--- src/rtl/tt_sweep_pkg.sv ---
// Shared types and sizing helpers for the truth-table sweep controller.
package tt_sweep_pkg;

    typedef enum logic [1:0] {
        ST_IDLE = 2'd0,
        ST_RUN  = 2'd1,
        ST_DONE = 2'd2
    } state_t;

    // Wait counter must hold SETTLE; a zero-settle build still needs one bit.
    function automatic int wait_width(input int settle);
        int w;
        w = $clog2(settle + 1);
        return (w < 1) ? 1 : w;
    endfunction

endpackage

--- src/rtl/tt_settle_timer.sv ---
// Loadable down-counter that times the hold period of each input code.
module tt_settle_timer
    import tt_sweep_pkg::*;
#(
    parameter int SETTLE = 1,
    parameter int W      = wait_width(SETTLE)
) (
    input  logic clk,
    input  logic rst_n,
    input  logic clear,
    input  logic load,
    input  logic dec,
    output logic wait_zero
);

    logic [W-1:0] cnt_r;

    // Hold-time counter: clear wins over load, load wins over decrement.
    always_ff @(posedge clk or negedge rst_n) begin
        if (!rst_n) begin
            cnt_r <= '0;
        end else if (clear) begin
            cnt_r <= '0;
        end else if (load) begin
            cnt_r <= W'(SETTLE);
        end else if (dec && (cnt_r != '0)) begin
            cnt_r <= cnt_r - W'(1'b1);
        end else begin
            cnt_r <= cnt_r;
        end
    end

    assign wait_zero = (cnt_r == '0);

endmodule

--- src/rtl/tt_sweep_ctrl.sv ---
// Walks a combinational block through every input code, samples its output
// after a settle time and accumulates the truth table and its popcount.
module tt_sweep_ctrl
    import tt_sweep_pkg::*;
#(
    parameter int N_IN   = 4,
    parameter int SETTLE = 1
) (
    input  logic                   clk,
    input  logic                   rst_n,
    input  logic                   start,
    input  logic                   abort,
    input  logic                   f_in,
    output logic [N_IN-1:0]        vec_out,
    output logic                   busy,
    output logic                   done,
    output logic                   valid,
    output logic [(1<<N_IN)-1:0]   tt_out,
    output logic [N_IN:0]          ones_cnt
);

    localparam int NCODE = 1 << N_IN;
    localparam logic [N_IN-1:0] LAST_CODE = {N_IN{1'b1}};

    state_t             state_r;
    state_t             state_s;
    logic [N_IN-1:0]    vec_s;
    logic               busy_s;
    logic               done_s;
    logic               valid_s;
    logic [NCODE-1:0]   tt_s;
    logic [N_IN:0]      cnt_s;
    logic               load_s;
    logic               dec_s;
    logic               clear_s;
    logic               wait_zero_s;

    tt_settle_timer #(
        .SETTLE (SETTLE)
    ) u_timer (
        .clk       (clk),
        .rst_n     (rst_n),
        .clear     (clear_s),
        .load      (load_s),
        .dec       (dec_s),
        .wait_zero (wait_zero_s)
    );

    // Next-state and next-output decode for the sweep sequencer.
    always_comb begin
        state_s = state_r;
        vec_s   = vec_out;
        busy_s  = busy;
        done_s  = 1'b0;
        valid_s = valid;
        tt_s    = tt_out;
        cnt_s   = ones_cnt;
        load_s  = 1'b0;
        dec_s   = 1'b0;
        clear_s = 1'b0;
        case (state_r)
            ST_IDLE: begin
                if (abort) begin
                    valid_s = 1'b0;
                    tt_s    = '0;
                    cnt_s   = '0;
                end else if (start) begin
                    state_s = ST_RUN;
                    vec_s   = '0;
                    busy_s  = 1'b1;
                    valid_s = 1'b0;
                    tt_s    = '0;
                    cnt_s   = '0;
                    load_s  = 1'b1;
                end else begin
                    state_s = ST_IDLE;
                end
            end
            ST_RUN: begin
                if (abort) begin
                    state_s = ST_IDLE;
                    vec_s   = '0;
                    busy_s  = 1'b0;
                    valid_s = 1'b0;
                    tt_s    = '0;
                    cnt_s   = '0;
                    clear_s = 1'b1;
                end else if (!wait_zero_s) begin
                    dec_s = 1'b1;
                end else begin
                    // Code has settled: capture it, then advance or finish.
                    tt_s[vec_out] = f_in;
                    cnt_s         = ones_cnt + {{N_IN{1'b0}}, f_in};
                    if (vec_out == LAST_CODE) begin
                        state_s = ST_DONE;
                        vec_s   = '0;
                        busy_s  = 1'b0;
                        done_s  = 1'b1;
                        valid_s = 1'b1;
                    end else begin
                        vec_s  = vec_out + N_IN'(1'b1);
                        load_s = 1'b1;
                    end
                end
            end
            ST_DONE: begin
                state_s = ST_IDLE;
                if (abort) begin
                    valid_s = 1'b0;
                    tt_s    = '0;
                    cnt_s   = '0;
                end else begin
                    valid_s = valid;
                end
            end
            default: begin
                state_s = ST_IDLE;
                vec_s   = '0;
                busy_s  = 1'b0;
                valid_s = 1'b0;
                tt_s    = '0;
                cnt_s   = '0;
                clear_s = 1'b1;
            end
        endcase
    end

    // State register.
    always_ff @(posedge clk or negedge rst_n) begin
        if (!rst_n) begin
            state_r <= ST_IDLE;
        end else begin
            state_r <= state_s;
        end
    end

    // Registered outputs.
    always_ff @(posedge clk or negedge rst_n) begin
        if (!rst_n) begin
            vec_out  <= '0;
            busy     <= 1'b0;
            done     <= 1'b0;
            valid    <= 1'b0;
            tt_out   <= '0;
            ones_cnt <= '0;
        end else begin
            vec_out  <= vec_s;
            busy     <= busy_s;
            done     <= done_s;
            valid    <= valid_s;
            tt_out   <= tt_s;
            ones_cnt <= cnt_s;
        end
    end

endmodule

--- config.mk ---
export PLATFORM = sky130hd
export DESIGN_NAME = tt_sweep_ctrl
export DESIGN_NICKNAME = d
export VERILOG_FILES = /design/src/rtl/tt_sweep_pkg.sv /design/src/rtl/tt_settle_timer.sv /design/src/rtl/tt_sweep_ctrl.sv
export SDC_FILE = /design/constraint.sdc
export NUM_CORES = 1
export LEC_CHECK = 0
export BUFFER_PORTS_ARGS = -buffer_cell sky130_fd_sc_hd__buf_2
export CORE_MARGIN = 4
export CORE_UTILIZATION = 30
export DETAILED_ROUTE_END_ITERATION = 10
export GPL_TIMING_DRIVEN = 0
export SETUP_SLACK_MARGIN = 0.3
export SLEW_MARGIN = 20
export SYNTH_ARGS = -nofsm -noshare
export SYNTH_HDL_FRONTEND = slang
export SYNTH_HIERARCHICAL = 1
export SYNTH_SLANG_ARGS = --single-unit
export TNS_END_PERCENT = 20
--- constraint.sdc ---
create_clock -name clk -period 1.8 [get_ports clk]
set_input_delay 0.09 -clock clk [delete_from_list [all_inputs] [get_ports clk]]
set_output_delay 0.09 -clock clk [all_outputs]
set_load 0.005 [all_outputs]
After elaboration in Yosys (flattened, before gate mapping)
Cells that the tools add are included.
Widths: inputs -> output; s select.
{ "word_totals": {"regBits": 31, "inputBits": 5} }
{ "classes": {"bitwise_logic": 1, "eq_ne": 9, "reduce_logical": 10, "n_mux": 58, "magnitude_cmp": 2, "add_sub_neg": 3} }
{ "ops": {"columns": ["op", "n"], "rows": [
  ["$mux 16", 5],
  ["$pmux 16 s3", 1],
  ["$mux 1", 29],
  ["$mux 5", 5],
  ["$mux 4", 5],
  ["$bwmux 16", 1],
  ["$pmux 5 s3", 1],
  ["$pmux 4 s3", 1],
  ["$ne 3x3->1 const B", 3],
  ["$mux 2", 4],
  ["$reduce_and 4->1", 2],
  ["$ne 2x2->1 const B", 3],
  ["$pmux 1 s3", 2],
  ["$reduce_and 3->1", 2],
  ["$add 5x1->5", 1],
  ["$lt 4x5->1 const B", 1],
  ["$reduce_and 5->1", 1],
  ["$add 4x1->4 const B", 1],
  ["$demux 1 s4", 1],
  ["$eq 4x4->1 const B", 1],
  ["$ge 4x1->1 const B", 1],
  ["$pmux 1 s2", 2],
  ["$pmux 2 s2", 1],
  ["$reduce_bool 3->1", 1],
  ["7 further kinds", 8]
]} }

Depth between registers and ports, before layout
Gate-level depths: netlist (run 1).
{ "depth": {"depth_word": 8, "ltp_mapped": 7, "depth_no_buf": 6} }

Cells and area by module
The synthesis (run 1) kept the hierarchy.
{ "by_module_without_submodules": {"columns": ["mod", "cells_each", "n_inst", "seq_area_each_um2", "area_each_um2"], "rows": [
  ["tt_sweep_ctrl", 188, 1, 750.7, 1760.4],
  ["tt_settle_timer", 5, 1, 25.0, 47.5]
]} }

Worst setup path before layout (run 1)
Ideal clock, no wire load.
{ "synth_path": {"path_kind": "reg2reg", "start": "register vec_out[0]", "end": "register u_timer.cnt_r", "stages_incl_launch_ff": 8, "arrival_time_ns": 1.388, "path_slack_ns": 0.292, "period_less_slack_ns": 1.508, "t_required_ns": 1.680, "cell_sequence": "dfrtp_1 > ha_1 > clkbuf_1 > nand3_1 > a31oi_1 > nor3_1 > inv_1 > a21oi_2"} }
{ "synth_between": {"elab_chain_cells": 7, "word_cells_on_any_way": 8, "classes_between": "eq/ne: 1; mux: 6; reduce/logical: 1"} }
{ "synth_rtl": {"columns": ["element", "line_no", "source"], "rows": [
  ["from (decl)", "tt_sweep_ctrl.sv:14", "output logic [N_IN-1:0] vec_out,"],
  ["from (signal assigned)", "tt_sweep_ctrl.sv:147", "vec_out <= vec_s;"],
  ["$eq 4x4->1 (*)", "tt_sweep_ctrl.sv:94", "if (vec_out == LAST_CODE) begin"],
  ["$mux 1 (*)", "tt_sweep_ctrl.sv:94", null],
  ["$mux 1 (*)", "tt_sweep_ctrl.sv:88", "end else if (!wait_zero_s) begin"],
  ["$mux 1 (*)", "tt_sweep_ctrl.sv:80", "if (abort) begin"],
  ["$pmux 1 s2 (*)", "tt_sweep_ctrl.sv:61", "case (state_r)"],
  ["net load_s", "tt_sweep_ctrl.sv:33", "logic load_s;"],
  ["$mux 1", "tt_settle_timer.sv:24", "end else if (load) begin"],
  ["$mux 1", "tt_settle_timer.sv:22", "end else if (clear) begin"],
  ["to (signal assigned)", "tt_settle_timer.sv:25", "cnt_r <= W'(SETTLE);"],
  ["to (signal assigned)", "tt_settle_timer.sv:27", "cnt_r <= cnt_r - W'(1'b1);"],
  ["to (signal assigned)", "tt_settle_timer.sv:29", "cnt_r <= cnt_r;"],
  ["to (decl)", "tt_settle_timer.sv:16", "logic [W-1:0] cnt_r;"]
]} }
The timed path passes the listed nets; every way through them passes the cells marked *.
A chain may end at the register's enable or synchronous reset.

Worst setup path after layout (run 1)
{ "layout_path": {"start": "register state_r[1]", "end": "register ones_cnt[3]"} }
{ "layout_between": {"elab_chain_cells": 3, "word_cells_on_any_way": 8, "classes_between": "eq/ne: 5; mux: 1; reduce/logical: 2"} }
{ "layout_rtl": {"columns": ["element", "line_no", "source"], "rows": [
  ["from (decl)", "tt_sweep_ctrl.sv:25", "state_t state_r;"],
  ["from (signal assigned)", "tt_sweep_ctrl.sv:133", "state_r <= state_s;"],
  ["$eq 2x1->1 (tied with other cells)", "tt_sweep_ctrl.sv:61", null],
  ["$ne 3x3->1 (no line) or $ne 2x2->1 (tied branches)", null, null],
  ["$reduce_and 3->1 (no line)", null, null],
  ["to (signal assigned)", "tt_sweep_ctrl.sv:152", "ones_cnt <= cnt_s;"],
  ["to (decl)", "tt_sweep_ctrl.sv:19", "output logic [N_IN:0] ones_cnt"]
]} }
Several ways; a longest one is shown, not always the timed one.

==> impl_metrics.ini, run 1 <==
[status]
status = completed

[logic_synthesis]
syn_avg_cell_area_um2 = 9.37
synth_warnings = 6
synth-seq-cells = 31
ys.flop_type = dfrtp_1
synth_nets = 204
synth_area_um2 = 1810
synthCells = 193
synth-seq-area-share = 0.429
yosysTopAreaCell = dfrtp_1
async_flop_share = 1.00
netlist.area_leader.share = 0.429
synthTopCellsByArea = dfrtp_1 (43%), a211o_1 (7.3%), o211ai_1 (6.6%)
synth-edff-count = 0
ys_types = 39

[layout]
final_cell_mix = buf_2 (34), dfrtp_1 (30), inv_1 (23)
antennaDiodeCount = 0
fin_util = 0.403
drive_above_1_share = 0.318
nNetsFinal = 256
synthToLayoutAreaGrowth_pct = 31.1
layout_commonest_cell = buf_2

[grt]
met3_usage = 0.0327
top_usage_layer = met2
gr-usage-met2 = 0.202
grt_pass1_vias = 1571
grt_pass1_wl_um = 7530
antenna_found_initial = 0
grt_start_max_net_pins = 32
grt_usage = 0.128
met1_usage = 0.171
grt_overflow = 0

[timing]
period_share = 0.846
hold_viol = 0
finalMaxSlewViolations = 0
layout_min_cycle_time_ns = 1.52
finalSetupTns_ns = 0
rsz0062_at_grt = yes
worst_pin_slew_ns = 0.744
slew-limit-headroom = 0.504
fmax_mhz = 656
setup_viol = 0
skew_ns = 0.00201

[floorplan]
fp.dieH_um = 85.6
ioPinCount = 33
die-area_um2 = 7330
core_um2 = 5890
start_util = 0.307
die_x_um = 85.6
num_rows = 28

[clock_network]
worst_skew_pair.late_latency_ns = 0.28
htreeDepth = 2
clk_pin_slew_ns = 0.06
cts_sinks = 31
cts_tree = done
root_buffer = clkbuf_8
numCtsBuffers = 5
clockBufferDepth = 2

[power]
switching_power_uw = 460
intPower_mw = 1.14
switching_share = 0.288
leakage_nw = 1.05
pwr-share-clk = 0.354
vdd_drop_max_mv = 0.262
seqPwrFrac = 0.464
pwr_density_cell_nw_per_um2 = 674
comb_power_share = 0.182

[setup_path]
crit_type = reg2reg
crit_fanout = 8
crit_required_ns = 2.01
end_kind = flop
startpoint_type = flop
arrival_ns = 1.73
r2r_cells = 5

[worst_hold_path]
hold_path.class = in2reg
hold_depth = 4

[routing]
final_antenna_net_count = 0
num_vias = 1623
drtPass1Iterations = 4
drc_errors = 0
wire_per_inst_um = 14.4
vias_per_cell = 5.07
drt_iter0_drc = 86
drt_wl_total_um = 4610

[placement]
gp_congestion = 0.739
hpwl_um = 3090
portBuffers = 32

[flow_run]
cap_viol_max_count = 0
[state kept, by name, summed over array words and instances (netlist names)]
name and cells:
state_r 2, done 1, busy 1, u_timer/cnt_r 1, valid 1, vec_out 4, tt_out 16, ones_cnt 5
[per-layer routing]
layer  routed length [µm]  share of wire
met5                    0              0
met4                   51          0.011
met3                  196          0.043
met2                 2170           0.47
met1                 2190           0.48
[logic make-up after synthesis]
kind of cell / synth area share
XOR/XNOR: 0.00485
AND/OR/NAND/NOR: 0.202
AO/OA/AOI/OAI: 0.204
buffers and inverters: 0.102
adder cells (fa/ha/maj): 0.0415
flip-flops: 0.429
multiplexers: 0.0166
[worst paths after layout]
check                      startpoint           to  slack [ns]
max                        state_r[1]  ones_cnt[3]        0.28
min                              f_in  ones_cnt[0]        0.16
max reg2reg                state_r[1]  ones_cnt[3]        0.28
min reg2reg                     valid        valid        0.53
max in group asynchronous       rst_n   vec_out[0]        0.87
min in group asynchronous       rst_n    tt_out[6]        0.40
[area by class of cell]
type / count / area [µm²]
inverters: 23 / 86.3
flip-flops and latches: 31 / 777
clock buffers: 6 / 82.6
well taps: 75 / 93.8
fillers: 587 / 3520
clock inverters: 1 / 5.00
repair buffers: 45 / 270
plain buffers: 21 / 158
multi-input cells: 118 / 897
[critical path: stages, from the launching register on]
cell	delay [ns]
dfrtp_1	0.40
buf_6	0.15
or3b_4	0.41
buf_6	0.15
a21oi_2	0.15
mux2i_1	0.19
[power by group through the flow]
stage | clock [mW] | sequential, mW | combinational [mW]
after floorplan | 0 | 0.751 | 0.150
after global placement | 0 | 0.753 | 0.230
after detailed placement | 0 | 0.754 | 0.232
after CTS | 0.582 | 0.742 | 0.266
after global routing | 0.619 | 0.745 | 0.322
final | 0.566 | 0.741 | 0.291
[Yosys cell counts (6+ instances only)]
cell type,instances
dfrtp_1,31
inv_1,23
nand4_1,17
o211ai_1,16
a211o_1,15
nand3_1,13
buf_2,9
clkbuf_1,7
ha_1,6
nor2_1,6
[stage by stage]
stage / area, µm² / instances / setup slack (ns) / hold slack (ns) / total power, mW
global placement: 2060 / 300 / 0.101 / 0.192 / 0.982
global route: 2370 / 320 / 0.238 / 0.234 / 1.69
floorplan: 1810 / 193 / 0.298 / -0.206 / 0.901
finish: 2370 / 320 / 0.276 / 0.163 / 1.60
CTS: 2260 / 312 / 0.275 / 0.160 / 1.59
detailed placement: 2060 / 300 / 0.0713 / 0.198 / 0.987
[what timing repair did]
action | CTS | global route
setup buffers | 3 | 8
gates cloned | 1 | 0
hold buffers | 1 | 0
setup endpoints to repair | 22 | 26
pin swaps | 2 | 5
resized for setup | 22 | 11
hold endpoints to repair | 31 | 0
Note: power is estimated with default switching activity, not from simulation.
==> run 2, diff against run 1 <==
==> constraint.sdc (replaced) <==
create_clock -name clk -period 1.4 [get_ports clk]
set_input_delay 0.07 -clock clk [delete_from_list [all_inputs] [get_ports clk]]
set_output_delay 0.07 -clock clk [all_outputs]
set_load 0.005 [all_outputs]
==> run 2 against run 1 <==
Utilization up 1.8 points. Sequential power up 29%. Register-to-register slack worse by 0.39 ns. The run now ends with setup timing left. Die area unchanged. First-iteration DRC count down 29%. Critical path depth unchanged. Cell area up 4.4%. Worst hold slack worse by 0.025 ns. Fmax up 0.82%.
==> impl_metrics.ini, run 2 (synthesis gave the netlist of run 1 again) <==
[floorplan]
fp.dieH_um = 85.6
start_util = 0.307
die_x_um = 85.6
ioPinCount = 33
core_um2 = 5890
die-area_um2 = 7330
num_rows = 28

[layout]
antennaDiodeCount = 0
top_register = tt_out
final_cell_area_um2 = 2470
final_cell_mix = buf_2 (34), dfrtp_1 (30), inv_1 (23)
drive_above_1_share = 0.360
nNetsFinal = 258
largest_register_ffs = 16
final.fill_count = 597
seq_area_um2 = 777
largestRegisters = tt_out (16), ones_cnt (5), vec_out (4)
multi_input_area_um2 = 931
final_cells = 322
synthToLayoutAreaGrowth_pct = 36.9
layout_commonest_cell = buf_2

[routing]
drc_errors = 0
final_antenna_net_count = 0
num_vias = 1637
wire_per_inst_um = 14.5
vias_per_cell = 5.08
drtPass1Iterations = 5
drt_wl_total_um = 4670
drt_iter0_drc = 61

[timing]
layout_min_cycle_time_ns = 1.51
fmax_mhz = 662
worst_pin_slew_ns = 0.733
hold_ws_ns = 0.138
period_share = 1.08
finalMaxSlewViolations = 0
setup_viol = 22
timing.final.ws_setup_ns = -0.111
hold_viol = 0
skew_ns = 0.00238
rsz0062_at_grt = yes
slew-limit-headroom = 0.511

[setup_path]
crit_fanout = 7
critical_path_buf_inv_count = 2
startpoint_type = flop
end_kind = flop
crit_family = flip-flops
critPathMaxStageDelay_ns = 0.41
crit_required_ns = 1.61
cp_slowest_cell = dfrtp_1
crit_chain = buf_6 > or3b_4 > buf_6 > a21oi_2 > mux2i_1
crit_type = reg2reg
arrival_ns = 1.72
cpMostUsedCell = buf_6

[clock_network]
root_buffer = clkbuf_8
cts_tree = done
numCtsBuffers = 5
clk_pin_slew_ns = 0.06
worst_skew_pair.late_latency_ns = 0.29
cts_sinks = 31
htreeDepth = 2
clockBufferDepth = 2

[power]
vdd_drop_max_mv = 0.411
finalPower_mw = 2.10
pwr_density_cell_nw_per_um2 = 850
leakage_nw = 1.09

[status]
status = finished with violations
violations = setup timing

[grt]
grt_overflow = 0
antenna_found_initial = 0
grt_pass1_vias = 1582
grt_start_max_net_pins = 32
grt_usage = 0.132
grt_pass1_wl_um = 7690

[placement]
portBuffers = 32
gp_congestion = 0.752
placedCellCount = 300
pre_cts_slack_ns = -0.234
placed_cell_area_um2 = 2120
hpwl_um = 3130

[worst_hold_path]
hold_path.class = in2reg

[flow_run]
cap_viol_max_count = 0
-- run 2: metal layers --
metal	routed length, µm	share of wire	global-route usage	up-vias
li1	-	-	-	807
met1	2130	0.46	0.164	790
met2	2240	0.48	0.225	34
met3	262	0.056	0.0461	6
met4	44	0.0094	0.0259	0
met5	0	0	0	-
-- run 2: final timing paths --
| check | slack (ns) | to | cells after the start | from |
|---|---|---|---|---|
| max | -0.11 | ones_cnt[4] | 5 | state_r[1] |
| min | 0.14 | ones_cnt[0] | 4 | f_in |
| max reg2reg | -0.11 | ones_cnt[4] | 5 | state_r[1] |
| min reg2reg | 0.53 | valid | 1 | valid |
| max in group asynchronous | 0.50 | vec_out[0] | 2 | rst_n |
| min in group asynchronous | 0.38 | tt_out[9] | 2 | rst_n |
-- run 2: final cells by class --
cell class,instances,share of cell area
Buffer,21,0.0718
Clock buffer,6,0.0334
Clock inverter,1,0.00202
Inverter,23,0.0349
Multi-Input combinational cell,118,0.376
Sequential cell,31,0.314
Tap cell,75,0.0379
Timing Repair Buffer,47,0.130
-- run 2: where the power goes --
group | internal [mW] | switching, mW | leakage (nW)
Sequential | 0.925 | 0.0283 | 0.423
Clock | 0.385 | 0.336 | 0.0470
Combinational | 0.194 | 0.235 | 0.623
-- run 2: worst register-to-register path, stage by stage (launching register included) --
cell     delay, ns
dfrtp_1       0.41
buf_6         0.14
or3b_4        0.40
buf_6         0.16
a21oi_2       0.13
mux2i_1       0.20
-- run 2: timing repair --
item | CTS | global route
setup endpoints to repair | 31 | 31
resized for setup | 21 | 16
hold endpoints to repair | 31 | 0
cloned | 0 | 1
setup buffers | 5 | 8
pin swaps | 13 | 11
hold buffers | 1 | 0
-- run 2: per-stage QoR --
step                 util  TNS [ns]
floorplan               -    -0.236
global placement    0.359     -2.51
detailed placement  0.359     -2.66
CTS                 0.401     -1.50
global route        0.420     -2.74
finish              0.420     -1.43
